$ cat src/rtl/pid_cfg_pkg.sv
// Shared types and frame layout for the PID/PWM configuration loader.
// Defining PID_CFG_CHECKSUM_EN adds a trailing XOR checksum word to every frame.
package pid_cfg_pkg;

    typedef enum logic [1:0] {
        IDLE   = 2'd0,
        RECV   = 2'd1,
        CHECK  = 2'd2,
        COMMIT = 2'd3
    } state_t;

    localparam int IDX_KP     = 0;
    localparam int IDX_KI     = 1;
    localparam int IDX_KD     = 2;
    localparam int IDX_SP     = 3;
    localparam int IDX_PERIOD = 4;

    localparam int PAYLOAD_WORDS = 5;
`ifdef PID_CFG_CHECKSUM_EN
    localparam int FRAME_WORDS = PAYLOAD_WORDS + 2;
`else
    localparam int FRAME_WORDS = PAYLOAD_WORDS + 1;
`endif
    // Every word after the header lands in the shadow, checksum included.
    localparam int SHADOW_WORDS = FRAME_WORDS - 1;

endpackage

$ cat src/rtl/pid_cfg_timeout.sv
// Inter-word watchdog: counts enabled cycles and flags expiry on the last one.
module pid_cfg_timeout #(
    parameter int CYCLES = 1024
) (
    input  logic clk,
    input  logic rst,
    input  logic clear,
    input  logic enable,
    output logic expire
);

    localparam int W = $clog2(CYCLES);
    localparam logic [W-1:0] LAST = W'(CYCLES - 1);

    logic [W-1:0] count;

    assign expire = enable && (count == LAST);

    always_ff @(posedge clk or posedge rst) begin
        if (rst) begin
            count <= '0;
        end else if (clear) begin
            count <= '0;
        end else if (enable && !expire) begin
            count <= count + 1'b1;
        end
    end

endmodule

$ cat src/rtl/pid_cfg_loader.sv
// Framed valid/ready loader that validates and atomically commits PID/PWM settings.
// Build option PID_CFG_CHECKSUM_EN enables the trailing XOR checksum word.
module pid_cfg_loader
    import pid_cfg_pkg::*;
#(
    parameter logic [31:0] MAGIC          = 32'hC0F1_9D00,
    parameter int          TIMEOUT_CYCLES = 1024,
    parameter logic [31:0] PERIOD_MIN     = 32'd2
) (
    input  logic        clk,
    input  logic        rst,
    input  logic [31:0] in_data,
    input  logic        in_valid,
    output logic        in_ready,
    output logic [31:0] kp,
    output logic [31:0] ki,
    output logic [31:0] kd,
    output logic [31:0] sp,
    output logic [31:0] period,
    output logic        cfg_update,
    output logic        cfg_loaded,
    output logic        frame_err
);

    localparam logic [2:0] IDX_LAST = 3'(SHADOW_WORDS - 1);

    state_t      state, state_next;
    logic [2:0]  idx;
    logic [31:0] shadow [SHADOW_WORDS];
    logic        xfer, start, store, reject, commit, expire, cksum_bad;

    assign in_ready = (state == IDLE) || (state == RECV);
    assign xfer     = in_valid && in_ready;

`ifdef PID_CFG_CHECKSUM_EN
    logic [31:0] xor_acc;

    always_ff @(posedge clk or posedge rst) begin
        if (rst) begin
            xor_acc <= '0;
        end else if (start) begin
            xor_acc <= '0;
        end else if (store && (idx < 3'(PAYLOAD_WORDS))) begin
            xor_acc <= xor_acc ^ in_data;
        end
    end

    assign cksum_bad = (xor_acc != shadow[SHADOW_WORDS-1]);
`else
    assign cksum_bad = 1'b0;
`endif

    pid_cfg_timeout #(.CYCLES(TIMEOUT_CYCLES)) u_timeout (
        .clk    (clk),
        .rst    (rst),
        .clear  ((state != RECV) || xfer),
        .enable ((state == RECV) && !xfer),
        .expire (expire)
    );

    always_ff @(posedge clk or posedge rst) begin
        if (rst) state <= IDLE;
        else     state <= state_next;
    end

    always_comb begin
        state_next = state;
        start      = 1'b0;
        store      = 1'b0;
        reject     = 1'b0;
        commit     = 1'b0;
        case (state)
            IDLE: begin
                if (xfer && (in_data == MAGIC)) begin
                    start      = 1'b1;
                    state_next = RECV;
                end
            end
            RECV: begin
                // A word arriving on the expiry cycle still counts as in time.
                if (xfer) begin
                    store = 1'b1;
                    if (idx == IDX_LAST) state_next = CHECK;
                end else if (expire) begin
                    reject     = 1'b1;
                    state_next = IDLE;
                end
            end
            CHECK: begin
                if ((shadow[IDX_PERIOD] < PERIOD_MIN) || cksum_bad) begin
                    reject     = 1'b1;
                    state_next = IDLE;
                end else begin
                    state_next = COMMIT;
                end
            end
            COMMIT: begin
                commit     = 1'b1;
                state_next = IDLE;
            end
            default: state_next = IDLE;
        endcase
    end

    always_ff @(posedge clk or posedge rst) begin
        if (rst) begin
            idx        <= '0;
            for (int i = 0; i < SHADOW_WORDS; i++) shadow[i] <= '0;
            kp         <= '0;
            ki         <= '0;
            kd         <= '0;
            sp         <= '0;
            period     <= '0;
            cfg_update <= 1'b0;
            cfg_loaded <= 1'b0;
            frame_err  <= 1'b0;
        end else begin
            cfg_update <= commit;
            frame_err  <= reject;
            if (start) idx <= '0;
            if (store) begin
                shadow[idx] <= in_data;
                idx         <= idx + 3'd1;
            end
            if (commit) begin
                kp         <= shadow[IDX_KP];
                ki         <= shadow[IDX_KI];
                kd         <= shadow[IDX_KD];
                sp         <= shadow[IDX_SP];
                period     <= shadow[IDX_PERIOD];
                cfg_loaded <= 1'b1;
            end
        end
    end

endmodule

$ cat config.mk
export PLATFORM = sky130hd
export DESIGN_NAME = pid_cfg_loader
export DESIGN_NICKNAME = d
export VERILOG_FILES = /design/src/rtl/pid_cfg_pkg.sv /design/src/rtl/pid_cfg_timeout.sv /design/src/rtl/pid_cfg_loader.sv
export SDC_FILE = /design/constraint.sdc
export NUM_CORES = 1
export LEC_CHECK = 0
export CORE_UTILIZATION = 40
export DETAILED_ROUTE_END_ITERATION = 8
export PLACE_DENSITY = 0.65
export SYNTH_ARGS = -nofsm -noshare
export SYNTH_HDL_FRONTEND = slang
export SYNTH_HIERARCHICAL = 1
export SYNTH_SLANG_ARGS = --single-unit
$ cat constraint.sdc
create_clock -name clk -period 16.6 [get_ports clk]
set_input_delay 3.32 -clock clk [delete_from_list [all_inputs] [get_ports clk]]
set_output_delay 3.32 -clock clk [all_outputs]
set_load 0.03 [all_outputs]
==> metrics.txt <==
final count of hold timing violations=0; via/cell ratio=5.09; routed wire length=28400 um; number of nets still failing antenna checks after routing=0; layout-stage area growth over the synthesis result=28.5%; min-delay worst type=register to register; flop and latch count out of synthesis=338; XOR/XNOR Fraction of Synth Area=0.202%; starting DRC count in detailed routing=475; Ports=199; number of hold-repair buffers added at the cts stage=0; remaining max-slew budget at the tightest pin=27.9%; combinational family with the most area after synthesis=multiplexers; ratio of final minimum period to clock period=34.6%; start of the worst register-to-register path=state[1]; Synth Warn #=6; Maximum Capacitance Violations=0; post-synthesis cell type with the largest combined area=sky130_fd_sc_hd__dfrtp_1; total clock buffers created by CTS=38; area of the core=31700 um^2; fraction of registers with async set/reset=100%; data arrival at the endpoint of the critical path=6.12 ns; standby leakage power=8.10 nW; Worst setup SP type=input pin; number of buffer cells added on primary ports=between 150 and 200; CTS tree=built; cell at the root of the clock tree=sky130_fd_sc_hd__clkbuf_16; compound-gate portion of the synthesized area=1.21%; Achievable Freq=roughly 170 MHz; clock insertion delay at the later pin of the skew report=0.52 ns; most common library cells after synthesis=sky130_fd_sc_hd__dfrtp_1 (338), sky130_fd_sc_hd__mux2_2 (316), sky130_fd_sc_hd__clkbuf_1 (20); crit path cell chain=clkdlybuf4s50_1, nand2_1, nor2_1, nand3_2, mux2_2; final slew viol count=0; launch point of the critical path=in_valid; H-Tree Level Count=2; clock skew=0.0201 ns; pin count of the biggest net entering global routing=approximately 100; starting utilization of the core area=40.9%; category of the worst setup path capture point=register; post-synth design cell area=13000 um^2; GPL Wtd Cong=0.699; total gr overflow=0; clock edge transition at the registers on the reported setup and hold paths=about 0.060 ns; Longest Clk Path Bufs=3; post-layout min period=around 5.7 ns; cells after synthesis=around 800; wire length of the first global-routing pass=45600 um; post-synthesis share of cell area spent on and, or, nand and nor gates=around 3.3%; leading post-synthesis cells by cell area=sky130_fd_sc_hd__dfrtp_1 (65%), sky130_fd_sc_hd__mux2_2 (27%), sky130_fd_sc_hd__ha_1 (0.67%); top_reg_cell synth=sky130_fd_sc_hd__dfrtp_1; setup fix buffers added after clock tree synthesis=0; number of antenna violations at the first check in global routing=0; count of filler cells inserted in the layout=between 2000 and 3000; worst-margin pin slew=1.08 ns; sequential area share after synthesis=between 60% and 70%; utilization after layout=52.6%; Distinct cells, synth=42; HPWL after detailed placement=18200 um; setup repair after global routing missed its margin=false; first-pass iteration count of the detailed router=4; Synth Area in Adders=less than 1%; biggest cell delay along the critical path=0.87 ns; leading cell type by number of instances after synthesis=sky130_fd_sc_hd__dfrtp_1; # diodes=0; clock sink total=338; vias in the first global route=roughly 7700; Crit Path Category=input pin to register; count of standard-cell rows=between 60 and 70; Final Hold Slack=~0.47 ns; fraction of synthesized cell area taken by the top area cell type=65.2%; HP Start=cfg_loaded; portion of netlist area occupied by mux cells=27.9%; status=complete, no violations; worst vdd ir=0.0680 mV; Worst path slowest cell=sky130_fd_sc_hd__nand3_2; All-Layer GR Usage=roughly 18%; number of vias after detailed routing=7392; share of post-route cells with drive strength above 1=37.9%; Req. time, crit path=approximately 17 ns; nets in the synthesized netlist=852; post-layout net count=1063; Synth Area per Inst=approximately 16 um^2; horizontal extent of the die=182 um; number of enable-type register cells in the synthesized netlist=0; DIE AREA=33200 um^2; CP max FO=32; final-report setup violation count=0; power density over the cells=103 nW/um^2; total negative slack for setup checks=0 ns; total DRC errors in the routed layout=0; die extent in y=roughly 180 um; PostCTS Resize Cnt=0; wire length per cell=19.6 um
## sequential cells by signal, indices dropped and copies added, names as in the netlist
name / cells
idx: 3
ki: 32
shadow: 160
kp: 32
cfg_loaded: 1
u_timeout/count: 10
cfg_update: 1
sp: 32
frame_err: 1
period: 32
kd: 32
state: 2
## where the power goes
| group | internal, W | total [W] | switching, W |
|---|---|---|---|
| Combinational | 0.0000187 | 0.0000496 | 0.0000309 |
| Clock | 0.000502 | 0.000822 | 0.000320 |
| Sequential | 0.000836 | 0.000845 | 0.00000858 |
## logic make-up after synthesis
kind of cell	after synthesis
flops	338
mux	322
simple gates	70
buf+inv	46
compound gates	24
fa+ha+maj	7
xor+xnor	3
## critical path, delay by kind of cell
| family | cells | cell delay (ns) |
|---|---|---|
| AND/OR/NAND/NOR | 3 | 1.50 |
| buffers and inverters | 1 | 0.68 |
| multiplexers | 1 | 0.60 |
## stage by stage
stage                     worst slack, ns  power (W)  instance area (um^2)  std cells
after floorplan                      4.20   0.000883                 13000        810
after global placement              10.17   0.000910                 15400       1383
after detailed placement            10.17   0.000911                 15400       1383
after CTS                           10.71    0.00174                 16700       1452
after global routing                10.44    0.00179                 16700       1452
final                               10.86    0.00172                 16700       1452
## cell usage in the layout (no fill, tap or decap), types with 4 or more instances in the layout
master                              n
sky130_fd_sc_hd__dfrtp_1          338
sky130_fd_sc_hd__mux2_2           316
sky130_fd_sc_hd__clkdlybuf4s50_1  198
sky130_fd_sc_hd__clkbuf_16         39
sky130_fd_sc_hd__nor2_1            12
sky130_fd_sc_hd__clkbuf_8          12
sky130_fd_sc_hd__inv_1              9
sky130_fd_sc_hd__clkbuf_1           9
sky130_fd_sc_hd__buf_4              9
sky130_fd_sc_hd__nor4_1             8
sky130_fd_sc_hd__nand4_1            8
sky130_fd_sc_hd__nand2_1            6
sky130_fd_sc_hd__ha_1               6
sky130_fd_sc_hd__nand2b_1           5
sky130_fd_sc_hd__o21ai_0            5
sky130_fd_sc_hd__a31oi_1            5
sky130_fd_sc_hd__clkinv_2           5
sky130_fd_sc_hd__mux2_1             4
sky130_fd_sc_hd__a21oi_1            4
sky130_fd_sc_hd__nand3_1            4
## worst paths after layout
kind	slack, ns	end	depth (start not counted)
worst max-delay path	10.86	shadow[60]	5
worst min-delay path	0.47	cfg_loaded	1
worst max register to register	13.52	shadow[60]	6
worst min register to register	0.47	cfg_loaded	1
max in group asynchronous	10.94	kd[16]	4
min in group asynchronous	3.31	u_timeout/count[9]	2
## per-layer routing
layer / routed length (um) / global-route usage [%] / part of all wire [%]
met5: 0 / 0 / 0
met4: 427 / 3.90 / 1.5
met3: 1760 / 5.11 / 6.2
met2: 13300 / 28.2 / 47
met1: 12900 / 24.2 / 45
## final cells by class
class                      count  area [um^2]  share of cell area (%)
sequential                   338         8460                    50.7
multi-input combinational    426         4360                    26.1
timing repair buffer         207         2050                    12.3
clock buffer                  60         1170                    7.04
tap                          402          503                    3.02
clock inverter                 9         87.6                   0.525
inverter                      10         45.0                   0.270
(Power assumes the default switching activity.)
